`src/rtl/friscv_mem_arbiter.sv`:
```
// friscv_mem_arbiter: shares one single-port memory between the instruction
// fetch port and the load/store port. One requester is served at a time,
// ties are broken round-robin, and a watchdog frees the bus when the memory
// never answers.
//
// Handshake: a requester raises en with its address/data/strobes and keeps
// them stable until its ready is seen high; the access completes in that
// ready cycle. On the memory side ram_en and ram_* stay stable until the
// cycle where ram_ready=1, which is the completion cycle.
module friscv_mem_arbiter #(
  parameter int ADDRW   = 16,
  parameter int XLEN    = 32,
  parameter int TIMEOUT = 64
) (
  input  logic              aclk,
  input  logic              srstn,
  // instruction fetch port
  input  logic              inst_en,
  input  logic [ADDRW-1:0]  inst_addr,
  output logic [XLEN-1:0]   inst_rdata,
  output logic              inst_ready,
  // load/store port
  input  logic              mem_en,
  input  logic              mem_wr,
  input  logic [ADDRW-1:0]  mem_addr,
  input  logic [XLEN-1:0]   mem_wdata,
  input  logic [XLEN/8-1:0] mem_strb,
  output logic [XLEN-1:0]   mem_rdata,
  output logic              mem_ready,
  // shared memory port
  output logic              ram_en,
  output logic              ram_wr,
  output logic [ADDRW-1:0]  ram_addr,
  output logic [XLEN-1:0]   ram_wdata,
  output logic [XLEN/8-1:0] ram_strb,
  input  logic [XLEN-1:0]   ram_rdata,
  input  logic              ram_ready,
  // status
  output logic              bus_err,
  output logic [1:0]        dbg_state
);

  localparam logic [1:0] IDLE = 2'd0;
  localparam logic [1:0] INST = 2'd1;
  localparam logic [1:0] DATA = 2'd2;

  // Counter wide enough to hold TIMEOUT itself; a zero TIMEOUT keeps one bit.
  localparam int              CW       = (TIMEOUT > 0) ? $clog2(TIMEOUT + 1) : 1;
  localparam logic [CW-1:0]   WD_LIMIT = CW'(TIMEOUT);
  localparam bit              WD_ON    = (TIMEOUT != 0);

  logic [1:0]    state;
  logic          last_data;   // 1: data port was served last, so inst wins a tie
  logic [CW-1:0] wd_cnt;
  logic          expired;
  logic          done;
  logic          grant_inst;
  logic          grant_data;

  // Arbitration, completion and watchdog expiry decode.
  always_comb begin
    expired    = 1'b0;
    if (WD_ON) begin
      expired = (state != IDLE) && !ram_ready && (wd_cnt == WD_LIMIT);
    end
    done       = (state != IDLE) && (ram_ready || expired);
    grant_inst = inst_en && (!mem_en || last_data);
    grant_data = mem_en && !grant_inst;
  end

  // Completion is routed back only to the granted side; rdata is zero otherwise
  // and also zero on a watchdog expiry.
  always_comb begin
    inst_ready = (state == INST) && done;
    mem_ready  = (state == DATA) && done;
    inst_rdata = ((state == INST) && ram_ready) ? ram_rdata : '0;
    mem_rdata  = ((state == DATA) && ram_ready) ? ram_rdata : '0;
    bus_err    = expired;
    dbg_state  = state;
  end

  // Grant FSM with the registered memory request and round-robin pointer.
  always_ff @(posedge aclk) begin
    if (!srstn) begin
      state     <= IDLE;
      last_data <= 1'b1;
      ram_en    <= 1'b0;
      ram_wr    <= 1'b0;
      ram_addr  <= '0;
      ram_wdata <= '0;
      ram_strb  <= '0;
    end else begin
      case (state)
        IDLE: begin
          if (grant_inst) begin
            state    <= INST;
            ram_en   <= 1'b1;
            ram_wr   <= 1'b0;
            ram_addr <= inst_addr;
            ram_strb <= '0;
          end else if (grant_data) begin
            state     <= DATA;
            ram_en    <= 1'b1;
            ram_wr    <= mem_wr;
            ram_addr  <= mem_addr;
            ram_wdata <= mem_wdata;
            ram_strb  <= mem_strb;
          end
        end
        INST, DATA: begin
          if (done) begin
            state     <= IDLE;
            ram_en    <= 1'b0;
            last_data <= (state == DATA);
          end
        end
        default: begin
          state  <= IDLE;
          ram_en <= 1'b0;
        end
      endcase
    end
  end

  // Watchdog: counts the cycles an access has waited for ram_ready.
  always_ff @(posedge aclk) begin
    if (!srstn) begin
      wd_cnt <= '0;
    end else if (state == IDLE || done) begin
      wd_cnt <= '0;
    end else if (WD_ON && !ram_ready) begin
      wd_cnt <= wd_cnt + CW'(1);
    end
  end

endmodule

```
`config.mk`:
```
export PLATFORM = sky130hd
export DESIGN_NAME = friscv_mem_arbiter
export DESIGN_NICKNAME = d
export VERILOG_FILES = /design/src/rtl/friscv_mem_arbiter.sv
export SDC_FILE = /design/constraint.sdc
export NUM_CORES = 1
export LEC_CHECK = 0
export ABC_AREA = 1
export BUFFER_PORTS_ARGS = -buffer_cell sky130_fd_sc_hd__buf_2
export CORE_MARGIN = 1.5
export CORE_UTILIZATION = 40
export CTS_CLUSTER_SIZE = 12
export DETAILED_ROUTE_END_ITERATION = 10
export HOLD_SLACK_MARGIN = 0.06
export PLACE_DENSITY_LB_ADDON = 0.12
export SLEW_MARGIN = 5
export SYNTH_ARGS = -nofsm -noshare
export SYNTH_HDL_FRONTEND = slang
export SYNTH_SLANG_ARGS = --single-unit
```
`constraint.sdc`:
```
create_clock -name aclk -period 1.85 [get_ports aclk]
set_clock_uncertainty 0.15 [all_clocks]
set_input_delay 0.185 -clock aclk [delete_from_list [all_inputs] [get_ports aclk]]
set_output_delay 0.185 -clock aclk [all_outputs]
set_load 0.005 [all_outputs]
```
### Word level (Yosys, flattened, before mapping)

Cells that the tools add are included.

* add/sub/neg operators: 1
* multipliers: 0
* div/mod/pow operators: 0
* order comparisons: 0
* equal/unequal tests: 5
* shift-type cells: 0
* muxes and demuxes: 16
* bitwise operators: 2
* reductions and logical operators: 24

Operator list (number)
* 32-bit 2-to-1 mux: 2
* 16-bit 2-to-1 mux: 2
* 1-bit logical AND: 9
* 4-bit 2-to-1 mux: 2
* 7-bit by 1-bit adder with 7-bit output, second input constant: 1
* 7-bit equality test, second input constant: 1
* 2-bit 2-to-1 mux: 3
* 2-bit AND reduction: 3
* 1-bit 2-to-1 mux: 5
* 2-bit one-hot mux with 2 select lines: 1
* 2-bit nonzero test: 2
* 2-bit OR reduction: 2
* 1-bit zero test: 3
* 1-bit logical OR: 3
* 3-bit inequality test, second input constant: 1
* 3-bit AND reduction: 1
* 2-bit by 1-bit equality test with 1-bit output, second input constant: 1
* 2-bit equality test, second input constant: 1
* 2-bit zero test: 1
* 2-bit inequality test, second input constant: 1
* 1-bit inverter: 2
* 1-bit one-hot mux with 2 select lines: 1

* register bits after elaboration: 64
* latch bits: 0
* RAM bits: 0
* bits in read-only memories: 0
* word-level logic and storage cells: 56
* memories kept: 0

### Longest topological paths before layout

* depth in word-level cells: 8
* depth in mapped cells: 12
* gate-level depth less buffers: 12

### Least setup slack after synthesis

Ideal clock, no wire load.

* kind: reg2reg
* start: reg state[0] (netlist: dbg_state[0])
* end: reg state[0] (netlist: dbg_state[0])
* arrival: 1.350 ns
* slack: 0.227 ns
* stages on the path, launching flop included: 13
* path buffers: 0
* period minus slack after synthesis: 1.623 ns
* cells stage by stage: dfxtp_1 -> inv_1 -> ha_1 -> inv_2 -> nand2_1 -> nor2_1 -> nand2_1 -> nand2_1 -> nand2_1 -> nand2_1 -> nand2_1 -> nand2_1 -> a21oi_1

* longest elaborated chain between the ends: 7

RTL lines
* start: declaration: RTL line 52 `logic [1:0] state;`
* start signal: assignment: RTL line 85 `state <= IDLE;`
* start signal: assignment: RTL line 96 `state <= INST;`
* start signal: assignment: RTL line 102 `state <= DATA;`
* 2-bit nonzero test: RTL line 64, 66
* 1-bit logical AND (2 in a row): RTL line 64 `expired = (state != IDLE) && !ram_ready && (wd_cnt == WD_LIMIT);`
* 1-bit logical OR: RTL line 66 `done = (state != IDLE) && (ram_ready || expired);`
* 1-bit logical AND: RTL line 66
* 2-bit inequality test (no source line)
* 2-bit AND reduction (no source line)

Parallel ways exist; a longest one is shown, timed or not.
A chain may end at the register's enable or synchronous reset.

### Worst setup path after layout

* start: reg state[1] (netlist: dbg_state[1])
* end: out mem_ready

* longest elaborated chain between the ends: 6

RTL lines
* 2-bit nonzero test: RTL line 64, 66
* 1-bit logical AND (2 in a row): RTL line 64
* 1-bit logical OR: RTL line 66
* 1-bit logical AND: RTL line 66
* 1-bit logical AND *: RTL line 75 `mem_ready = (state == DATA) && done;`
* end: declaration: RTL line 29 `output logic mem_ready,`

Mark *: on every way between the ends. The rest lies on a longest branch, timed or not.

==> metrics.cfg <==
[run_status]
status=finished clean

[pwr]
p_int_w=0.00278
sequentialPowerShare_pct=40.8
vdd_ir_drop_max_mv=0.657
power_leakage_nw=2.84
swShare_pct=28.8
power_switching_w=0.00113
combPwrFrac_pct=26.3
clockPowerShare_pct=33.0
p_per_area_nw_per_um2=754

[yosys]
ys_seq_area_share_pct=43.6
syn_avg_cell_area_um2=6.73
yosys_warnings=0
post_synth_inst_count=437
ys_ff_latch=64
syn-num-nets=548
synthDistinctLibCells=23
syn-cell-area_um2=2940

[final_layout]
nets=847
drive_gt1_share_pct=37.3
final_cell_count_no_fill=839
diodes=0
final_area_um2=5180
areaGrowthSynthToFinish_pct=76.0
post-route-util_pct=72.2
final_cell_mix=buf_2 (228), nor2_1 (134), dlygate4sd3_1 (71), nand2_1 (63), dfxtp_1 (61)
layout_commonest_cell=buf_2

[clock_network]
cts-root-buf=clkbuf_8
cts.path.max_buffers=2
cts_tree=built
htreeDepth=3
insertion_delay_ns=0.33
cts-buffers-inserted=9
clkTransAtPathRegs_ns=0.07
cts_sinks=64

[critical_path]
cp-end-kind=output pin
cp.depth=10
crit_fanout=4
start_kind=flip-flop
r2r_cells=8
crit_type=reg2out
cpMaxStageDelayCell=dfxtp_2
crit_chain=inv_2, ha_4, inv_2, nand2_2, nor2_1, nand2_1, nand2_1, nand2_2, nor2_2, buf_2
crit_family=simple AND/OR/NAND/NOR gates
worst-path-buf-inv=3
cp.required_ns=1.51
arrival_ns=1.50
max_stage_delay_ns=0.33

[timing]
relSlewSlack_pct=75.9
maxSlewViolCount=0
setup_ws_ns=0.0128
fmax_mhz=544
finalHoldViolations=0
setup_violations=0
tightest_slew_ns=0.359
setup_tns_ns=0
rsz0062_at_grt=true
min_period_over_period_pct=99.3
period_minus_slack_ns=1.84

[worst_hold_path]
min_path_cells=4
hold_path.class=in2reg

[global_route]
overflow=0
grt_max_degree=45
grt_pass1_wl_mm=15.1
grt_pass1_vias=3351
grt_usage_pct=25.1
antenna_found_initial=0

[placement]
placed_area_um2=4190
pre_cts_ws_ns=0.0572
io_buffers=228
place_inst=748
gp_congestion=0.742
hpwl_mm=6.89

[routing]
dr.pass1.iters=4
routedWlPerCell_um=12.7
dr_total_vias=3910
ant_nets=0
drc=0
dr.first_iter.drc_count=162
routed_wl_mm=10.7
routed_via_density=4.66

[floorplan]
design.core.area_um2=7180
die_w_um=88.8
fp.dieH_um=88.8
num_rows=31
io-pin-count=229
initial_core_util_pct=41.0
die_area_um2=7880

[flow_run]
maxCapViolCount=0

## logic make-up after synthesis
kind of cell | count (synthesis) | synth area share [%]
AO/OA/AOI/OAI | 78 | 14.5
XOR/XNOR | 2 | 0.596
adder cells (fa/ha/maj) | 5 | 2.13
buffers and inverters | 75 | 11.3
flip-flops | 64 | 43.6
AND/OR/NAND/NOR | 213 | 28.0
## per-layer routing
layer  share of wire (%)  up-vias  global-route usage [%]
met5                   0        -                       0
met4                 2.9        0                    12.2
met3                 7.2       32                    5.04
met2                  53      202                    47.2
met1                  37     1720                    26.4
li1                    -     1956                       -
## synthesized netlist by cell type, drive strengths merged
master    n  area, um2
nor2    137        514
nand2    65        244
dfxtp    64       1280
inv      51        191
o21ai    50        254
a31oi    16        100
clkbuf   13       48.8
a21oi    12       71.3
buf      11       91.3
ha        5       62.6
nand3     5       30.0
nor3      3       15.0
xor2      2       17.5
and3      1       6.26
nand4     1       6.26
nor3b     1       7.51
## path summary, 6_finish.rpt
check                            to  slack [ns]                      start
max                       mem_ready        0.01  dbg_state[1]$_SDFFE_PN0P_
min          wd_cnt[1]$_SDFFE_PP0N_         0.1                  ram_ready
max reg2reg  wd_cnt[6]$_SDFFE_PP0N_        0.19     wd_cnt[1]$_SDFFE_PP0N_
min reg2reg  wd_cnt[0]$_SDFFE_PP0N_        0.27     wd_cnt[0]$_SDFFE_PP0N_
## registers in the layout, indices dropped and copies added, names as in the netlist
register	flops
ram_wdata	32
ram_addr	16
wd_cnt	7
ram_strb	4
dbg_state	2
last_data	1
ram_en	1
ram_wr	1
## worst reg2reg max path: cells and delay by family, from the launching register on
family | cells | cell delay, ns
fa+ha+maj | 1 | 0.17
buf+inv | 2 | 0.18
flops | 1 | 0.39
simple gates | 5 | 0.71
## stage by stage
step | hold slack (ns) | power [W]
after floorplan | 0.175 | 0.00207
after global placement | 0.284 | 0.00245
after detailed placement | 0.292 | 0.00247
after CTS | 0.0688 | 0.00390
after global routing | 0.109 | 0.00410
final | 0.0964 | 0.00390
## timing repair
action	CTS	global route
resized for setup	10	3
pin swaps	3	2
hold buffers	71	0
endpoints found under the setup margin	3	66
endpoints found under the hold margin	55	0
buffers inserted	4	1
## power by group through the flow
stage          logic, W  clock network (W)  registers, W
6_report        0.00103            0.00129       0.00159
2_1_floorplan  0.000437                  0       0.00163
3_3_place_gp   0.000838                  0       0.00161
4_1_cts        0.000998            0.00131       0.00159
5_1_grt         0.00113            0.00137       0.00161
3_5_place_dp   0.000850                  0       0.00162
## cell type report
cell class              count  area (um2)
flip-flops and latches     64        1280
clock inverters             6        85.1
well taps                  99         124
repair buffers            312        2010
inverters                  51         191
fillers                   570        2000
multi-input cells         298        1360
clock buffers               9         124
Note: power is estimated with default switching activity, not from simulation.
